### src/rtl/mult_int7b_pkg.sv
// Shared widths, default coefficient and data types for the int7 x const multiplier.
package mult_int7b_pkg;
  localparam int BIT_WIDTH   = 7;
  localparam int COEFF_WIDTH = 8;
  localparam int OUT_WIDTH   = BIT_WIDTH + COEFF_WIDTH;
  localparam int TRUNC_BITS  = 3;

  localparam logic signed [COEFF_WIDTH-1:0] DEFAULT_COEFF = 8'sd93;

  typedef logic signed [BIT_WIDTH-1:0] inp_t;
  typedef logic signed [OUT_WIDTH-1:0] prod_t;
endpackage

### src/rtl/mult_pp_array.sv
// Combinational shift-add partial-product array: inp * COEFF, two's complement.
// With APPROX_TRUNC_EN defined the product is floored to a multiple of 2^TRUNC_BITS.
module mult_pp_array
  import mult_int7b_pkg::*;
#(
  parameter logic signed [COEFF_WIDTH-1:0] COEFF = DEFAULT_COEFF
) (
  input  inp_t  inp,
  output prod_t prod
);

  localparam prod_t COEFF_EXT = prod_t'(COEFF);

  prod_t pp  [BIT_WIDTH];
  prod_t acc [BIT_WIDTH+1];

  assign acc[0] = '0;

  genvar gi;
  generate
    for (gi = 0; gi < BIT_WIDTH; gi++) begin : g_pp
      assign pp[gi] = inp[gi] ? prod_t'(COEFF_EXT <<< gi) : '0;
      // The input sign bit carries weight -2^(BIT_WIDTH-1).
      if (gi == BIT_WIDTH - 1) begin : g_msb
        assign acc[gi+1] = acc[gi] - pp[gi];
      end else begin : g_lsb
        assign acc[gi+1] = acc[gi] + pp[gi];
      end
    end
  endgenerate

`ifdef APPROX_TRUNC_EN
  // Low columns survive only as carry sources, so the floor stays exact.
  assign prod = {acc[BIT_WIDTH][OUT_WIDTH-1:TRUNC_BITS], {TRUNC_BITS{1'b0}}};
`else
  assign prod = acc[BIT_WIDTH];
`endif

endmodule

### src/rtl/mult_int7b_const.sv
// Registered signed constant multiplier: out = inp * COEFF, one-cycle latency.
// Build option APPROX_TRUNC_EN clears the TRUNC_BITS product LSBs.
module mult_int7b_const
  import mult_int7b_pkg::*;
#(
  parameter logic signed [COEFF_WIDTH-1:0] COEFF = DEFAULT_COEFF
) (
  input  logic                        clk,
  input  logic                        rst_n,
  input  logic                        in_valid,
  input  logic signed [BIT_WIDTH-1:0] inp,
  output logic                        out_valid,
  output logic signed [OUT_WIDTH-1:0] out
);

  prod_t prod_next;
  prod_t out_reg;
  logic  out_valid_reg;

  mult_pp_array #(.COEFF(COEFF)) u_pp (
    .inp  (inp),
    .prod (prod_next)
  );

  // out only loads on valid input, so an unqualified inp never reaches it.
  always_ff @(posedge clk or negedge rst_n) begin
    if (!rst_n) begin
      out_reg       <= '0;
      out_valid_reg <= 1'b0;
    end else begin
      out_valid_reg <= in_valid;
      if (in_valid) begin
        out_reg <= prod_next;
      end
    end
  end

  assign out       = out_reg;
  assign out_valid = out_valid_reg;

endmodule

### config.mk
export PLATFORM = sky130hd
export DESIGN_NAME = mult_int7b_const
export DESIGN_NICKNAME = d
export VERILOG_FILES = /design/src/rtl/mult_int7b_pkg.sv /design/src/rtl/mult_pp_array.sv /design/src/rtl/mult_int7b_const.sv
export SDC_FILE = /design/constraint.sdc
export NUM_CORES = 1
export LEC_CHECK = 0
export CAP_MARGIN = 20
export CORE_MARGIN = 2
export CORE_UTILIZATION = 45
export CTS_CLUSTER_SIZE = 20
export DETAILED_ROUTE_END_ITERATION = 8
export PLACE_DENSITY = 0.82
export SLEW_MARGIN = 20
export SYNTH_ARGS = -nofsm -noshare
export SYNTH_HDL_FRONTEND = slang
export SYNTH_HIERARCHICAL = 1
export SYNTH_SLANG_ARGS = --single-unit
### constraint.sdc
create_clock -name clk -period 0.8 [get_ports clk]
set_input_delay 0.12 -clock clk [delete_from_list [all_inputs] [get_ports clk]]
set_output_delay 0.12 -clock clk [all_outputs]
set_load 0.01 [all_outputs]
# Yosys cells after proc, flatten, opt, wreduce, memory -nomap -nowiden
# Cells that the tools add are included.
# Widths: inputs -> output; s select.
[word_totals]
register_bits = 16
out_inout_bits = 16
elab_cells = 15
[classes]
addsub = 6
n_mux = 7
[ops]
columns = ["op", "n"]
rows = [
  ["$add 15x15->15", 5],
  ["$sub 15x15->15", 1],
  ["$mux 13", 1],
  ["$mux 12", 1],
  ["$mux 11", 1],
  ["$mux 10", 1],
  ["$mux 9", 1],
  ["$mux 8", 1],
  ["$mux 7", 1],
]

# Depth between registers and ports, before layout
# Gate-level depths: netlist of the first run.
[logic_depth]
ltp_word = 7
mapped_depth = 14

# Modules after synthesis
# Netlist of the first run, hierarchy kept.
[by_module_without_submodules]
columns = ["module", "instances", "cells_each", "area_per_inst_um2", "seq_area_each_um2"]
rows = [
  ["mult_pp_array", 1, 118, 1073.5, 0.0],
  ["mult_int7b_const", 1, 33, 638.1, 400.4],
]

# Least setup slack after synthesis of the first run
# OpenSTA, ideal clock, no wires.
[synth_path]
path_kind = "input port to flip-flop"
from = "input port inp[6]"
to = "register out_reg[14] (netlist: out[14])"
setup_ns = 0.125
t_arrival_ns = 3.101
setup_slack_ns = -2.426
path_stages = 13
path_buffers = 1
cell_sequence = "inv_1 -> fa_1 -> fa_1 -> inv_1 -> fa_1 -> inv_1 -> ha_1 -> nand3_1 -> o211ai_2 -> o221ai_1 -> xor2_1 -> buf_4 -> mux2_2"
[synth_between]
elab_chain_cells = 2
[synth_lines]
columns = ["item", "line_no", "source"]
rows = [
  ["start: declaration", "mult_int7b_const.sv:11", "input logic signed [BIT_WIDTH-1:0] inp,"],
  ["$mux 13", "mult_pp_array.sv:22", "assign pp[gi] = inp[gi] ? prod_t'(COEFF_EXT <<< gi) : '0;"],
  ["$sub 15x15->15", "mult_pp_array.sv:25", "assign acc[gi+1] = acc[gi] - pp[gi];"],
  ["net prod_next[14]", "mult_int7b_const.sv:16", "prod_t prod_next;"],
  ["end signal: assignment", "mult_int7b_const.sv:33", "out_reg <= prod_next;"],
  ["end: declaration", "mult_int7b_const.sv:17", "prod_t out_reg;"],
]
# The timed path passes the listed nets, and every way through them passes these cells.
# A chain may end at the register's enable or synchronous reset.

# Worst setup path in the final report of the first run
[layout_path]
from = "input port inp[4]"
to = "register out_reg[14] (netlist: out[14])"
[layout_between]
elab_chain_cells = 4
[layout_lines]
columns = ["item", "line_no", "source"]
rows = [
  ["$mux 11", "mult_pp_array.sv:22", ""],
  ["$add 15x15->15 (2 in a row)", "mult_pp_array.sv:27", "assign acc[gi+1] = acc[gi] + pp[gi];"],
  ["$sub 15x15->15", "mult_pp_array.sv:25", ""],
]
# Every way passes these cells.

==> flow_summary.ini, run 1 <==
[yosys]
synth_cells = 151
avgSynthCellArea_um2 = 11.34
synth_top_area_cell = dfrtp_1
synth_edf_count = 0
synth_area_leaders = dfrtp_1, ha_1, fa_1, mux2_4, inv_1
synthTopCellsByCount = ha_1, inv_1, dfrtp_1, fa_1, mux2_4
synth_top_area_share_pct = 23.39
yosys_warnings = 6
synth_flop_cell = dfrtp_1
syn-cell-area_um2 = 1712
synthArstFlopShare_pct = 100.0
ys_ff_latch = 16
yosys.cell_count.top_type = ha_1
yosysSeqAreaShare_pct = 23.39
yosysUniqueCellTypes = 25
syn_nets = 203

[clocking]
clkSlewWorstSetupHoldPaths_ns = 0.07
clock_latency_ns = 0.25
cts_tree = yes
cts_root_buffer = clkbuf_8
cts_buffer_depth = 2
cts_num_sinks = 16
htreeDepth = 1
numCtsBuffers = 3

[placement]
place_ws_ns = -2.987
io_buffers = 25
place.gp.congestion = 0.8283
placed_area_um2 = 2439
hpwl_um = 3013

[global_routing]
overflow = 0
grt_start_max_net_pins = 17
grt_pass1_wl_um = 7493
antenna_found_initial = 0
grt_pass1_vias = 1564
track_usage_pct = 23.18

[sta]
rsz0062_at_grt = yes
post-route-min-period_ns = 3.064
clock.fmax_mhz = 326.3
fin_skew_ns = 0
setup_ws_ns = -2.264
period_share_pct = 383.0
slew_violations = 0
hold_violations = 0
setup-violations-final = 30
tightest_slew_ns = 0.4977
setup_tns_ns = -25.34
maxSlewHeadroom_pct = 66.47

[floorplanning]
core-area_um2 = 3661
io-pin-count = 26
dieArea_um2 = 4313
die-width_um = 65.68
start_util_pct = 46.75
die_h_um = 65.68
rows = 22

[route]
top_layer = met4
drc = 0
wl_met2_um = 2597
drt_pass1_iterations = 4
viasPerCell = 5.061
drt-total-wl_um = 4718
met3_length_um = 175
vias = 1402
drtIter0Drc = 47
wl_met1_um = 1797
wl_per_cell_um = 17.03
ant_nets = 0

[final_layout]
drive_gt1_share_pct = 62.01
syn2layout_area_growth_pct = 64.84
nNetsFinal = 282
num-fill-cells = 224
largest_reg_flops = 15
stdcell_area_um2 = 2821
antenna_cells = 0
fin_util_pct = 77.07

[power_and_ir_drop]
p_total_mw = 7.981
cellLeakagePower_nw = 1.322
vdd_drop_max_mv = 1.788
powerDensity_nw_per_um2 = 2829
p_comb_share_pct = 74.6
p_seq_share_pct = 16.4
cellInternalPower_mw = 4.970
netSwitchingPower_mw = 3.010
clockPowerShare_pct = 9.0
p_sw_share_pct = 37.72

[critical_path]
crit_required_ns = 0.93
cpPeakStageDelay_ns = 0.56
critical_path_class = in2reg
path_max_fanout = 5
cp.arrival_ns = 3.20
start_kind = primary input
end_kind = register
path_cells = clkdlybuf4s50_1 > fa_1 > fa_1 > ha_4 > ha_4 > nand3_4 > o211ai_4 > buf_6 > o221ai_2 > xor2_1 > mux2_4
critical_path.slowest_cell = fa_1

[run_status]
violations = negative setup slack
status = finished with violations

[run]
drv_cap = 0

[min_path]
hold_class = in2async
==> routing by layer <==
layer	GRT usage, %	vias up
met5	0	-
met4	7.031	0
met2	44.82	39
met3	3.767	14
met1	25.44	692
li1	-	657
==> worst max-delay path, delay by kind of cell <==
kind / cells / cell delay, ns
compound gates: 2 / 0.34
xor+xnor: 1 / 0.18
fa+ha+maj: 4 / 1.55
simple gates: 1 / 0.08
mux: 1 / 0.26
buf+inv: 2 / 0.66
==> power by group through the flow <==
| stage | combinational (mW) | sequential [mW] | clock (mW) |
|---|---|---|---|
| CTS | 5.15 | 1.31 | 0.735 |
| finish | 5.96 | 1.31 | 0.716 |
| floorplan | 2.68 | 1.47 | 0 |
| global route | 6.40 | 1.34 | 0.781 |
| global placement | 4.57 | 1.32 | 0 |
| detailed placement | 4.66 | 1.32 | 0 |
==> through the flow <==
step	instances	hold slack, ns
after global placement	259	0.4719
final	277	0.2006
after global routing	277	0.2175
after CTS	273	0.2003
after detailed placement	259	0.4747
after floorplan	151	-0.1756
==> cells by family (layout without fill, tap and decap cells) <==
group,count (synthesis),in the layout,share of synthesized area [%]
compound gates,13,13,6.871
buf+inv,32,110,9.064
mux,15,15,12.06
flops,16,16,23.39
fa+ha+maj,42,42,36.84
simple gates,23,23,6.652
xor+xnor,10,10,5.117
==> path summary, 6_finish.rpt <==
check	cells after the start	slack, ns	from	end
max	11	-2.26	inp[4]	out[14]
max in group asynchronous	2	0.47	rst_n	out[10]
max reg2reg	2	-0.09	out[5]	out[5]
min reg2reg	1	0.51	out[2]	out[2]
min	2	0.20	rst_n	out[3]
min in group clk	3	0.30	inp[1]	out[1]
==> cells in the final DEF, fill, tap and decap left out, drive strengths merged <==
master / netlist / layout
nor2: 9 / 9
inv: 27 / 26
clkbuf: 0 / 4
bufbuf: 0 / 1
clkinvlp: 0 / 1
o41ai: 2 / 2
nand4b: 1 / 1
ha: 28 / 28
dlygate4sd2: 0 / 3
o211ai: 2 / 2
or2b: 1 / 1
dfrtp: 16 / 16
nand3: 7 / 7
nor3: 1 / 1
fa: 14 / 14
buf: 5 / 73
xor2: 3 / 3
xnor2: 7 / 7
a21oi: 5 / 5
o221ai: 1 / 1
nand2: 3 / 3
mux2: 15 / 15
o21ai: 2 / 2
a211oi: 1 / 1
clkdlybuf4s50: 0 / 2
and2b: 1 / 1
==> cell type report <==
cell class / instances / area, um2 / area share, %
sequential: 16 / 400.4 / 14.19
clock buffer: 4 / 55.05 / 1.951
multi-input combinational: 103 / 1466 / 51.97
timing repair buffer: 79 / 701.9 / 24.88
inverter: 27 / 137.6 / 4.878
tap: 48 / 60.06 / 2.129
==> what timing repair did <==
action,in CTS,in global routing
setup endpoints to repair,31,30
cloned,1,0
endpoints found under the hold margin,0,0
hold buffers,0,0
setup buffers,12,8
resized for setup,122,20
pin swaps,36,17
Note: power is estimated with default switching activity, not from simulation.
==> run 2: changes to the inputs <==
--- a/config.mk
+++ b/config.mk
@@ -6,11 +6,13 @@
 export NUM_CORES = 1
 export LEC_CHECK = 0
 export CAP_MARGIN = 20
+export CELL_PAD_IN_SITES_DETAIL_PLACEMENT = 2
+export CELL_PAD_IN_SITES_GLOBAL_PLACEMENT = 2
 export CORE_MARGIN = 2
-export CORE_UTILIZATION = 45
+export CORE_UTILIZATION = 32
 export CTS_CLUSTER_SIZE = 20
 export DETAILED_ROUTE_END_ITERATION = 8
-export PLACE_DENSITY = 0.82
+export PLACE_DENSITY = 0.87
 export SLEW_MARGIN = 20
 export SYNTH_ARGS = -nofsm -noshare
 export SYNTH_HDL_FRONTEND = slang
==> flow_summary.ini, run 2 (same netlist as run 1, synthesis figures left out) <==
[run_status]
status = finished with violations
violations = negative setup slack

[global_routing]
antenna_found_initial = 0
grt_pass1_wl_um = 10270
grt_pass1_vias = 1729
track_usage_pct = 23.53
overflow = 0
grt_start_max_net_pins = 17

[critical_path]
crit_top_cell = fa_1
critical_path.slowest_cell = fa_1
cpPeakStageDelay_ns = 0.51
start_kind = primary input
path_cells = buf_8 > clkinvlp_4 > fa_1 > fa_1 > inv_2 > fa_1 > inv_2 > ha_4 > nand3_4 > o211ai_4 > o221ai_2 > xor2_1 > mux2_4
cp_num_buf_inv = 4
cp.arrival_ns = 3.17
critical_path_class = in2reg
crit_required_ns = 0.94
crit_family = adder cells
path_max_fanout = 4
end_kind = register

[route]
drt-total-wl_um = 6631
viasPerCell = 4.731
ant_nets = 0
drt_pass1_iterations = 4
wl_per_cell_um = 22.55
drtIter0Drc = 35
drc = 0
vias = 1391

[sta]
hold_violations = 0
slew_violations = 0
setup_ws_ns = -2.229
post-route-min-period_ns = 3.029
rsz0062_at_grt = yes
setup-violations-final = 30
maxSlewHeadroom_pct = 77.67
tightest_slew_ns = 0.3325
fin_skew_ns = 0
hold-worst-slack_ns = 0.2001
clock.fmax_mhz = 330.1
period_share_pct = 378.6

[floorplanning]
rows = 26
io-pin-count = 26
die-width_um = 77.14
start_util_pct = 33.30
dieArea_um2 = 5950
core-area_um2 = 5140
die_h_um = 77.14

[final_layout]
nNetsFinal = 277
mostFrequentLayoutCells = buf_4, dfrtp_1, ha_1, ha_4
largest_reg_flops = 15
num-fill-cells = 527
fin_util_pct = 54.16
syn2layout_area_growth_pct = 62.65
drive_gt1_share_pct = 60.71
mostFrequentLayoutCell = buf_4
antenna_cells = 0

[placement]
io_buffers = 25
place_ws_ns = -3.007
place.gp.congestion = 0.9166
hpwl_um = 4595

[power_and_ir_drop]
cellLeakagePower_nw = 1.294
powerDensity_nw_per_um2 = 2855
vdd_drop_max_mv = 1.954

[clocking]
clkSlewWorstSetupHoldPaths_ns = 0.07
clock_latency_ns = 0.25
cts_buffer_depth = 2
cts_root_buffer = clkbuf_8
htreeDepth = 1
cts_num_sinks = 16
cts_tree = yes
numCtsBuffers = 3

[min_path]
hold_class = in2async

[run]
drv_cap = 0
[run 2: power by group]
| group | switching (mW) | internal (mW) | total (mW) |
|---|---|---|---|
| logic | 2.74 | 3.10 | 5.84 |
| registers | 0.230 | 1.14 | 1.37 |
| clock network | 0.296 | 0.437 | 0.733 |
[run 2: layout make-up]
cell class | instances | area (um2) | share of cell area (%)
inverters | 27 | 137.6 | 4.944
multi-input cells | 103 | 1435 | 51.55
clock buffers | 4 | 55.05 | 1.978
flip-flops and latches | 16 | 400.4 | 14.38
repair buffers | 74 | 668.1 | 24.00
well taps | 70 | 87.58 | 3.146
[run 2: per-stage QoR]
step / cells / total power [mW] / TNS [ns] / instance area (um2)
after CTS: 290 / 7.555 / -24.94 / 2713
after global routing: 294 / 8.436 / -26.96 / 2784
after detailed placement: 280 / 6.277 / -38.18 / 2471
after global placement: 280 / 5.824 / -36.00 / 2471
final: 294 / 7.949 / -25.75 / 2784
after floorplan: 151 / 4.148 / -22.97 / 1857
[run 2: final timing paths]
kind,from,to,slack (ns),cells past startpoint
min in group clk,inp[1],out[1],0.32,3
setup reg to reg,out[11],out[11],-0.15,2
max in group asynchronous,rst_n,out[0],0.48,2
hold / removal,rst_n,out[14],0.20,2
setup / recovery,inp[6],out[14],-2.23,13
hold reg to reg,out[2],out[2],0.51,1
[run 2: repair_timing]
item	in CTS	in global routing
hold buffers	0	0
gates cloned	1	0
buffers inserted	5	5
pin swaps	31	9
endpoints found under the setup margin	31	30
gates resized for setup	125	9
[run 2: metal layers]
metal	GRT usage [%]	wire, um	up-vias	share of wire (%)
met1	27.02	2614	712	39
li1	-	-	643	-
met3	3.529	136	12	2.1
met2	46.61	3712	24	56
met4	2.679	168	0	2.5
met5	0	0	-	0
==> RTL edit, RTL diff (settings of run 2) <==
Change the package constant `BIT_WIDTH` from 7 to 14.
--- a/src/rtl/mult_int7b_pkg.sv
+++ b/src/rtl/mult_int7b_pkg.sv
@@ -1,5 +1,5 @@
 // Shared widths, default coefficient and data types for the int7 x const multiplier.
 package mult_int7b_pkg;
-  localparam int BIT_WIDTH   = 7;
+  localparam int BIT_WIDTH   = 14;
   localparam int COEFF_WIDTH = 8;
   localparam int OUT_WIDTH   = BIT_WIDTH + COEFF_WIDTH;
Interface: changed (resized inp and out); port bits go from 26 to 40. No check against the original RTL was run, so the function may have changed too.
==> RTL edit against run 2 <==
The run still ends with negative setup slack left. Non-clock buffer count is 69 higher. Sequential cell count increased by 7. Global-route usage up 4.0 points. Setup slack got worse by 0.52 ns. Total power rose to 2.7 times the old value. Wire length rose to 2.6 times the old value. Clock skew did not move. Hold slack got worse by 0.021 ns. First-iteration DRC count increased to 4.8 times the old value. Sequential power up 52%. Area after synthesis rose by 82%. Final area rose by 90%.
==> RTL edit: results (changes against run 2) <==
* GP Congestion at 0.8767 (was 0.9166)
* M1 WL at 5.626 mm (was 2.614 mm)
* Vias at 3,107 (was 1,391)
* Grt met1 use at 27.09% (was 27.02%)
* DP Cell Count at 551 (was 280)
* CP max-delay cell: fa_2 (was fa_1)
* Violated checks: negative setup slack (unchanged)
* Mapped Nets at 414 (was 203)
* Clock Latency Late Sink at 0.29 ns (was 0.25 ns)
* 1st-iter DRT viols at 168 (was 35)
* Clock power frac at 3.9% (was 9.2%)
* Status: finished, violations left (unchanged)
* Worst EP arrival at 3.73 ns (was 3.17 ns)
* Met3 usage at 3.322% (was 3.529%)
* Met3 WL post-DR at 533 microns (was 136 microns)
* Worst Setup Slack, final at -2.746 ns (was -2.229 ns)
* Clk slew on worst S/H paths at 0.10 ns (was 0.07 ns)
* Final net count at 556 (was 277)
* Sequential area share after synthesis at 18.47% (was 23.39%)
* LEAKAGE at 2.574 nW (was 1.294 nW)
* Routed WL at 16.97 mm (was 6.631 mm)
* Post-route setup TNS at -47.81 ns (was -25.75 ns)
* Dpl cell area at 0.004531 sq mm (was 0.002471 sq mm)
* Overall power at 21.68 mW (was 7.949 mW)
* Vias in the first global route at 3,531 (was 1,729)
* HPWL Detailed at 8.697 mm (was 4.595 mm)
* Metal2 WL at 9.807 mm (was 3.712 mm)
* Area contributors post-synth: fa_1 22%, dfrtp_1 18%, ha_1 18% (was dfrtp_1 23%, ha_1 20%, fa_1 16%)
* Peak VDD IR at 0.001837 V (was 0.001954 V)
* Mapped Cells at 317 (was 151)
* Non-Filler Instances at 591 (was 294)
* Tightest Pin Transition at 0.3872 ns (was 0.3325 ns)
* GRT Overall Usage at 27.50% (was 23.53%)
* Final Setup Violations at 43 (was 30)
* Int Pwr at 11.34 mW (was 4.680 mW)
* Most frequent cells after synthesis: 85 x inv_1, 45 x ha_1, 35 x fa_1 (was 28 x ha_1, 27 x inv_1, 16 x dfrtp_1)
* Flop+latch power at 2.08 mW (was 1.37 mW)
* Share of layout cells above drive strength 1 at 59.39% (was 60.71%)
* Grt met2 use at 56.71% (was 46.61%)
* Cell variety after synth at 39 (was 25)
==> RTL edit: cell count changes in the layout (fill, tap and decap cells not counted), moves of 6 or more <==
cell	run 2	this run
ha_4	14	20
a21o_1	0	6
inv_1	13	55
ha_1	14	25
fa_1	12	30
buf_2	11	17
dfrtp_1	16	23
inv_2	9	24
buf_4	39	79
buf_6	12	35
==> RTL edit: what timing repair did <==
action,in CTS,in global routing
buffers inserted,31,16
hold buffers,0,0
resized for setup,257,54
endpoints found under the setup margin,45,43
pin swaps,64,55
cloned,1,0
==> RTL edit: path summary, 6_finish.rpt <==
| check | from | end | slack (ns) | depth (start not counted) |
|---|---|---|---|---|
| max | inp[5] | out[18] | -2.75 | 15 |
| min | rst_n | out[7] | 0.18 | 2 |
| max reg2reg | out[3] | out[3] | -0.22 | 3 |
| min reg2reg | out[20] | out[20] | 0.53 | 1 |
| max in group asynchronous | rst_n | out[13] | 0.47 | 2 |
| min in group clk | inp[1] | out[1] | 0.25 | 3 |
==> RTL edit: layout make-up <==
type | instances | area [sq um]
flip-flops and latches | 23 | 575.6
fillers | 917 | 4308
well taps | 133 | 166.4
clock buffers | 4 | 45.04
repair buffers | 143 | 1275
inverters | 85 | 355.3
multi-input cells | 203 | 2869
==> RTL edit: cells by family (layout without fill, tap and decap cells) <==
| group | Yosys count | in the layout | share of synthesized area, % |
|---|---|---|---|
| compound gates | 48 | 48 | 11.00 |
| buf+inv | 91 | 232 | 11.81 |
| simple gates | 38 | 38 | 5.864 |
| fa+ha+maj | 80 | 80 | 40.56 |
| mux | 24 | 24 | 8.635 |
| xor+xnor | 13 | 13 | 3.655 |
| flops | 23 | 23 | 18.47 |
